[config.mk]
export PLATFORM = sky130hd
export DESIGN_NAME = multi_button_detector_flat
export DESIGN_NICKNAME = d
export VERILOG_FILES = /design/src/rtl/multi_button_if.sv /design/src/rtl/multi_button_detector.sv /design/src/flat_wrapper.sv
export SDC_FILE = /design/constraint.sdc
export NUM_CORES = 1
export LEC_CHECK = 0
export BUFFER_PORTS_ARGS = -buffer_cell sky130_fd_sc_hd__buf_2
export CAP_MARGIN = 40
export CORE_MARGIN = 2
export CORE_UTILIZATION = 60
export CTS_BUF_LIST = sky130_fd_sc_hd__clkbuf_8
export DETAILED_ROUTE_END_ITERATION = 10
export PLACE_DENSITY = 0.78
export SYNTH_ARGS = -nofsm -noshare
export SYNTH_HDL_FRONTEND = slang
export SYNTH_SLANG_ARGS = --single-unit
export TNS_END_PERCENT = 30
[constraint.sdc]
create_clock -name clk -period 4.35 [get_ports clk]
set_input_delay 0.87 -clock clk [delete_from_list [all_inputs] [get_ports clk]]
set_output_delay 0.87 -clock clk [all_outputs]
set_load 0.05 [all_outputs]
[src/rtl/multi_button_if.sv]
// Interface bundling the button inputs and the detector outputs.
// master: the side that owns the raw buttons and consumes the events.
// slave : the multi_button_detector itself.
interface multi_button_if #(
  parameter int N_BTN = 5
);

  logic [N_BTN-1:0] btn_in;      // raw asynchronous button levels, active-high
  logic [N_BTN-1:0] level;       // debounced button state
  logic [N_BTN-1:0] pressed;     // 1-cycle pulse on accepted press (and repeats)
  logic [N_BTN-1:0] released;    // 1-cycle pulse on accepted release
  logic [N_BTN-1:0] long_press;  // 1-cycle pulse when a hold reaches HOLD_TICKS

  modport master (
    output btn_in,
    input  level,
    input  pressed,
    input  released,
    input  long_press
  );

  modport slave (
    input  btn_in,
    output level,
    output pressed,
    output released,
    output long_press
  );

endinterface : multi_button_if

[src/rtl/multi_button_detector.sv]
// multi_button_detector
//   N independent button channels, each with a 2-flop synchroniser,
//   tick-paced counter debounce, registered press/release pulses and a
//   long-press detector. Everything runs on clk; a shared tick enable
//   paces the debounce and hold counters.
//
//   Optional feature macro: MULTI_BUTTON_AUTOREPEAT_EN
//     When defined, a held button keeps generating pressed pulses every
//     REPEAT_TICKS ticks once long_press has fired.
module multi_button_detector #(
  parameter int N_BTN        = 5,
  parameter int TICK_DIV     = 100000,
  parameter int DEB_SAMPLES  = 4,
  parameter int HOLD_TICKS   = 1000,
  parameter int REPEAT_TICKS = 100
) (
  input  logic            clk,
  input  logic            rst,
  multi_button_if.slave   bus
);

  // Counter widths: each counter can hold its full terminal value.
  localparam int TICK_W = $clog2(TICK_DIV + 1);
  localparam int DEB_W  = $clog2(DEB_SAMPLES + 1);
  localparam int HOLD_W = $clog2(HOLD_TICKS + 1);

  localparam logic [TICK_W-1:0] TICK_LAST = TICK_W'(TICK_DIV - 1);
  localparam logic [DEB_W-1:0]  DEB_LAST  = DEB_W'(DEB_SAMPLES - 1);
  localparam logic [HOLD_W-1:0] HOLD_LAST = HOLD_W'(HOLD_TICKS - 1);
  localparam logic [HOLD_W-1:0] HOLD_SAT  = HOLD_W'(HOLD_TICKS);

  // Elaboration-time guards on the legal parameter ranges.
  if (N_BTN < 1) begin : g_bad_n_btn
    $error("multi_button_detector: N_BTN must be >= 1");
  end
  if (TICK_DIV < 2) begin : g_bad_tick_div
    $error("multi_button_detector: TICK_DIV must be >= 2");
  end
  if (DEB_SAMPLES < 1) begin : g_bad_deb_samples
    $error("multi_button_detector: DEB_SAMPLES must be >= 1");
  end
  if (HOLD_TICKS < 1) begin : g_bad_hold_ticks
    $error("multi_button_detector: HOLD_TICKS must be >= 1");
  end
  if (REPEAT_TICKS < 1) begin : g_bad_repeat_ticks
    $error("multi_button_detector: REPEAT_TICKS must be >= 1");
  end

  // ---------------------------------------------------------------------
  // State
  // ---------------------------------------------------------------------
  logic [TICK_W-1:0] tick_cnt;
  logic              tick;

  logic [N_BTN-1:0]  sync_meta;
  logic [N_BTN-1:0]  sync_q;

  logic [N_BTN-1:0]  level_q;
  logic [N_BTN-1:0]  pressed_q;
  logic [N_BTN-1:0]  released_q;
  logic [N_BTN-1:0]  long_q;

  logic [DEB_W-1:0]  deb_cnt  [N_BTN];
  logic [HOLD_W-1:0] hold_cnt [N_BTN];

  // Per-channel decisions for the current cycle.
  logic [N_BTN-1:0]  deb_diff;    // synchronised input disagrees with level
  logic [N_BTN-1:0]  deb_accept;  // new level accepted on this tick
  logic [N_BTN-1:0]  hold_hit;    // hold counter reaches HOLD_TICKS on this tick
  logic [N_BTN-1:0]  hold_full;   // hold counter already saturated
  logic [N_BTN-1:0]  rep_fire;    // auto-repeat pressed pulse on this tick

  // ---------------------------------------------------------------------
  // Shared tick generator
  // ---------------------------------------------------------------------
  assign tick = (tick_cnt == TICK_LAST);

  // Free-running sample-tick divider shared by all channels.
  always_ff @(posedge clk) begin
    // NOTE: sequential state is always written with <= so every flop
    // samples the pre-edge value of its sources, independent of ordering.
    if (rst) begin
      tick_cnt <= '0;
    end else if (tick) begin
      tick_cnt <= '0;
    end else begin
      tick_cnt <= tick_cnt + TICK_W'(1);
    end
  end

  // ---------------------------------------------------------------------
  // Synchroniser
  // ---------------------------------------------------------------------
  // Two-flop synchroniser bringing the raw buttons into the clk domain.
  always_ff @(posedge clk) begin
    if (rst) begin
      sync_meta <= '0;
      sync_q    <= '0;
    end else begin
      sync_meta <= bus.btn_in;
      sync_q    <= sync_meta;
    end
  end

  // ---------------------------------------------------------------------
  // Per-channel decision logic
  // ---------------------------------------------------------------------
  // Decode which channels accept a new level, hit the hold threshold or
  // fire a repeat on this cycle.
  always_comb begin
    // NOTE: every output of this block gets a default before any branch,
    // so no path can leave a value unassigned and infer a latch.
    deb_diff   = '0;
    deb_accept = '0;
    hold_hit   = '0;
    hold_full  = '0;
    for (int i = 0; i < N_BTN; i++) begin
      deb_diff[i]   = sync_q[i] ^ level_q[i];
      deb_accept[i] = tick & deb_diff[i] & (deb_cnt[i] == DEB_LAST);
      hold_full[i]  = (hold_cnt[i] == HOLD_SAT);
      hold_hit[i]   = tick & level_q[i] & (hold_cnt[i] == HOLD_LAST);
    end
  end

  // ---------------------------------------------------------------------
  // Debounce, level and edge pulses
  // ---------------------------------------------------------------------
  // Count consecutive disagreeing ticks; accept the new level on the last
  // one and emit the matching one-cycle edge pulse alongside it.
  always_ff @(posedge clk) begin
    if (rst) begin
      level_q    <= '0;
      pressed_q  <= '0;
      released_q <= '0;
      for (int i = 0; i < N_BTN; i++) begin
        deb_cnt[i] <= '0;
      end
    end else begin
      for (int i = 0; i < N_BTN; i++) begin
        pressed_q[i]  <= (deb_accept[i] & sync_q[i]) | rep_fire[i];
        released_q[i] <= deb_accept[i] & ~sync_q[i];
        if (tick) begin
          if (!deb_diff[i]) begin
            deb_cnt[i] <= '0;
          end else if (deb_accept[i]) begin
            level_q[i] <= sync_q[i];
            deb_cnt[i] <= '0;
          end else begin
            deb_cnt[i] <= deb_cnt[i] + DEB_W'(1);
          end
        end
      end
    end
  end

  // ---------------------------------------------------------------------
  // Long-press detection
  // ---------------------------------------------------------------------
  // Count ticks of continuous debounced-high, saturating so long_press
  // fires only once per press.
  always_ff @(posedge clk) begin
    if (rst) begin
      long_q <= '0;
      for (int i = 0; i < N_BTN; i++) begin
        hold_cnt[i] <= '0;
      end
    end else begin
      for (int i = 0; i < N_BTN; i++) begin
        long_q[i] <= hold_hit[i];
        if (!level_q[i]) begin
          hold_cnt[i] <= '0;
        end else if (tick && !hold_full[i]) begin
          hold_cnt[i] <= hold_cnt[i] + HOLD_W'(1);
        end
      end
    end
  end

`ifdef MULTI_BUTTON_AUTOREPEAT_EN
  // ---------------------------------------------------------------------
  // Auto-repeat
  // ---------------------------------------------------------------------
  localparam int                REP_W    = $clog2(REPEAT_TICKS + 1);
  localparam logic [REP_W-1:0]  REP_LAST = REP_W'(REPEAT_TICKS - 1);

  logic [REP_W-1:0] rep_cnt [N_BTN];

  // A repeat is due when the hold has saturated and the repeat counter
  // completes its period on this tick.
  always_comb begin
    rep_fire = '0;
    for (int i = 0; i < N_BTN; i++) begin
      rep_fire[i] = tick & level_q[i] & hold_full[i] & (rep_cnt[i] == REP_LAST);
    end
  end

  // Repeat period counter, running only after long_press has fired.
  always_ff @(posedge clk) begin
    if (rst) begin
      for (int i = 0; i < N_BTN; i++) begin
        rep_cnt[i] <= '0;
      end
    end else begin
      for (int i = 0; i < N_BTN; i++) begin
        if (!level_q[i]) begin
          rep_cnt[i] <= '0;
        end else if (tick && hold_full[i]) begin
          if (rep_cnt[i] == REP_LAST) begin
            rep_cnt[i] <= '0;
          end else begin
            rep_cnt[i] <= rep_cnt[i] + REP_W'(1);
          end
        end
      end
    end
  end
`else
  // Without auto-repeat, pressed comes only from debounced presses.
  assign rep_fire = '0;
`endif

  // ---------------------------------------------------------------------
  // Outputs
  // ---------------------------------------------------------------------
  assign bus.level      = level_q;
  assign bus.pressed    = pressed_q;
  assign bus.released   = released_q;
  assign bus.long_press = long_q;

endmodule : multi_button_detector

[src/flat_wrapper.sv]
// flat-port wrapper written by rule: the top's interface ports become plain ports
module multi_button_detector_flat 
#(
  parameter int N_BTN        = 5,
  parameter int TICK_DIV     = 100000,
  parameter int DEB_SAMPLES  = 4,
  parameter int HOLD_TICKS   = 1000,
  parameter int REPEAT_TICKS = 100
)
  (clk, rst, bus_btn_in, bus_level, bus_pressed, bus_released, bus_long_press);
  multi_button_if #(.N_BTN(N_BTN)) bus_i ();
  input  logic clk;
  input  logic rst;
  input wire logic [$bits(bus_i.btn_in)-1:0] bus_btn_in;
  output wire logic [$bits(bus_i.level)-1:0] bus_level;
  output wire logic [$bits(bus_i.pressed)-1:0] bus_pressed;
  output wire logic [$bits(bus_i.released)-1:0] bus_released;
  output wire logic [$bits(bus_i.long_press)-1:0] bus_long_press;
  assign bus_i.btn_in = bus_btn_in;
  assign bus_level = bus_i.level;
  assign bus_pressed = bus_i.pressed;
  assign bus_released = bus_i.released;
  assign bus_long_press = bus_i.long_press;
  multi_button_detector #(.N_BTN(N_BTN), .TICK_DIV(TICK_DIV), .DEB_SAMPLES(DEB_SAMPLES), .HOLD_TICKS(HOLD_TICKS), .REPEAT_TICKS(REPEAT_TICKS)) u_core (.clk(clk), .rst(rst), .bus(bus_i));
endmodule
==> flow_metrics.env <==
export IMPL_drc=0
export IMPL_grt_max_degree=33
export IMPL_cp_end_kind="flop"
export IMPL_synthArstFlopShare_pct=0
export IMPL_power_per_cell_area_nw_per_um2=297
export IMPL_clock_skew_ps=13.3
export IMPL_path_delay_family="simple AND/OR/NAND/NOR gates"
export IMPL_worstSetupStartpointType="flop"
export IMPL_gr_usage_met3_pct=3.72
export IMPL_ys_top_cells_by_area="edfxtp_1 37%, dfxtp_1 18%, xnor2_1 6.2%, nor2_1 5.1%, ha_1 4.9%"
export IMPL_via_count=3585
export IMPL_tns_ps=0
export IMPL_clock_sinks=112
export IMPL_area_growth_pct=6.97
export IMPL_setup_viol=0
export IMPL_cp_required_ps=4600
export IMPL_gp_congestion=0.847
export IMPL_io_pins=27
export IMPL_maxCapViolations=0
export IMPL_path_clk_slew_ps=100
export IMPL_p_int_uw=1340
export IMPL_hold_viol_final=0
export IMPL_yosysTopAreaCellShare_pct=36.6
export IMPL_die_w_um=98.3
export IMPL_clockPowerShare_pct=31.0
export IMPL_synth_warnings=0
export IMPL_grt_pass1_vias=3386
export IMPL_swShare_pct=21.0
export IMPL_numCtsBuffers=9
export IMPL_critical_path_slowest_cell="or4b_1"
export IMPL_yosysSeqAreaShare_pct=54.2
export IMPL_arrival_ps=2850
export IMPL_drt_iter0_drc=121
export IMPL_hold_class="reg2reg"
export IMPL_cts_hold_buf=0
export IMPL_viasPerCell=5.65
export IMPL_routed_wl_um=9280
export IMPL_comb_power_share_pct=2.2
export IMPL_leakage_uw=0.00197
export IMPL_htree_num_levels=3
export IMPL_overflow=0
export IMPL_synth_cell_types=35
export IMPL_ys_seq_elements=112
export IMPL_crit_path_max_incr_delay_ps=590
export IMPL_ys_dominant_reg_cell="edfxtp_1"
export IMPL_gr_usage_all_layers_pct=20.0
export IMPL_post_drt_wl_per_cell_um=14.6
export IMPL_postCtsSetupBuffers=0
export IMPL_ant_nets=0
export IMPL_syn_nets=528
export IMPL_cts_buffer_depth=2
export IMPL_met1_usage_pct=27.6
export IMPL_synth_edf_count=65
export IMPL_ir_worst_vdd_v=0.000176
export IMPL_power_frac_seq_pct=66.8
export IMPL_die_y_um=98.3
export IMPL_initial_core_util_pct=61.4
export IMPL_critPathKind="reg2reg"
export IMPL_ctsResizeCount=0
export IMPL_tightest_slew_ps=691
export IMPL_outcome="finished, final reports clean"
export IMPL_syn_cell_area_um2=5330
export IMPL_timing_final_crit_share_pct=60.0
export IMPL_syn_inst=500
export IMPL_synth_top_area_cell="edfxtp_1"
export IMPL_drt_first_pass_iters=4
export IMPL_nets=550
export IMPL_fill_cells=684
export IMPL_clkLatencyLatePin_ps=370
export IMPL_cp_cell_sequence="or4b_1 > nor4_4 > nand2b_1 > buf_8 > nor4b_1"
export IMPL_fmax_mhz=383
export IMPL_die_area_um2=9660
export IMPL_dp_hpwl_um=6420
export IMPL_rsz0062_at_grt="false"
export IMPL_grt_first_pass_wirelength_um=15700
export IMPL_power_total_uw=1690
export IMPL_rows=34
export IMPL_path_max_fanout=16
export IMPL_syn_mean_instance_area_um2=10.7
export IMPL_ctsRootBufferMaster="clkbuf_8"
export IMPL_cts_tree="done"
export IMPL_power_switching_uw=356
export IMPL_antenna_found_initial=0
export IMPL_drive_gt1_share_pct=8.35
export IMPL_grt_busiest_layer="met2"
export IMPL_coreArea_um2=8680
export IMPL_grt_use_met2_pct=31.8
export IMPL_drv_slew=0
export IMPL_portBuffers=26
export IMPL_fin_crit_ps=2610
export IMPL_critical_path_n_buffers_inverters=1
export IMPL_max_slew_margin_pct=53.9
export IMPL_antenna_cells=0
[registers in the layout (all words and copies together) (netlist names)]
| signal | cells |
|---|---|
| u_core.sync_q | 5 |
| u_core.hold_cnt | 50 |
| u_core.tick_cnt | 17 |
| u_core.bus.pressed | 5 |
| u_core.bus.released | 5 |
| u_core.bus.long_press | 5 |
| u_core.sync_meta | 5 |
| u_core.bus.level | 5 |
| u_core.deb_cnt | 15 |
[layer usage]
| layer | vias to the layer above | part of all wire [%] |
|---|---|---|
| li1 | 1814 | - |
| met1 | 1717 | 48 |
| met2 | 43 | 47 |
| met3 | 11 | 2.7 |
| met4 | 0 | 1.6 |
| met5 | - | 0 |
[path summary, 6_finish.rpt]
check	start	to	slack, ps	depth (start not counted)
worst max-delay path	u_core.tick_cnt[5]$_SDFF_PP0_	u_core.bus.released[0]$_SDFF_PP0_	1740	5
worst min-delay path	u_core.sync_meta[0]$_SDFF_PP0_	u_core.sync_q[0]$_SDFF_PP0_	440	1
worst max register to register	u_core.tick_cnt[5]$_SDFF_PP0_	u_core.bus.released[0]$_SDFF_PP0_	1740	5
worst min register to register	u_core.sync_meta[0]$_SDFF_PP0_	u_core.sync_q[0]$_SDFF_PP0_	440	1
[synth_stat cells, drive strengths merged, types with 12 or more instances]
| cell type | n |
|---|---|
| nor4 | 18 |
| ha | 21 |
| nor4b | 13 |
| nand3 | 26 |
| nand2 | 25 |
| edfxtp | 65 |
| nor2 | 72 |
| xor2 | 21 |
| xnor2 | 38 |
| nand4 | 16 |
| nor3 | 14 |
| nor2b | 12 |
| inv | 31 |
| dfxtp | 47 |
[power groups by stage]
stage,Combinational [uW],Clock (uW),Sequential (uW)
detailed placement,37.8,0,1160
CTS,37.9,538,1130
finish,37.7,526,1130
floorplan,29.3,0,1150
global placement,36.5,0,1150
global route,44.7,573,1130
[metrics by stage]
| step | cells | worst slack [ps] | area, um2 | hold WS [ps] | util (%) |
|---|---|---|---|---|---|
| 5_1_grt | 635 | 1520 | 5700 | 458 | 65.7 |
| 2_1_floorplan | 500 | 2210 | 5330 | 414 | - |
| 6_report | 635 | 1740 | 5700 | 445 | 65.7 |
| 3_5_place_dp | 619 | 1710 | 5550 | 424 | 63.9 |
| 3_3_place_gp | 618 | 1640 | 5530 | 421 | 63.8 |
| 4_1_cts | 635 | 1730 | 5700 | 445 | 65.7 |
[cells in the final DEF (no fill, tap or decap)]
master	count
a211o_1	1
a21o_1	1
a21oi_1	6
and3_1	11
and3b_1	2
and4_1	8
and4b_1	1
buf_2	26
buf_8	1
clkbuf_8	9
clkinv_1	2
clkinv_2	1
clkinv_4	1
dfxtp_1	47
edfxtp_1	65
ha_1	21
inv_1	34
nand2_1	25
nand2b_1	5
nand3_1	26
nand3b_1	11
nand4_1	16
nand4b_1	7
nor2_1	72
nor2b_1	12
nor3_1	14
nor3b_1	1
nor4_1	17
nor4_4	1
nor4b_1	9
nor4b_2	4
o21ai_0	4
o41ai_1	1
or3b_2	1
or4_1	4
or4b_1	1
xnor2_1	38
xor2_1	21
[final cells by class]
| cell class | count | area [um2] | area share (%) |
|---|---|---|---|
| multi-input cells | 341 | 2260 | 39.6 |
| flip-flops and latches | 112 | 2890 | 50.7 |
| clock buffers | 9 | 124 | 2.17 |
| clock inverters | 7 | 32.5 | 0.570 |
| repair buffers | 27 | 145 | 2.54 |
| inverters | 31 | 116 | 2.04 |
| well taps | 108 | 135 | 2.37 |
[cells by family (layout without fill, tap and decap cells)]
family / Yosys count / after routing / synth area share, %
fa+ha+maj: 21 / 21 / 4.93
xor+xnor: 59 / 59 / 9.69
simple gates: 248 / 248 / 26.3
compound gates: 13 / 13 / 1.41
flops: 112 / 112 / 54.2
buf+inv: 47 / 74 / 3.40
No activity file was read; power rests on OpenSTA's default activity.
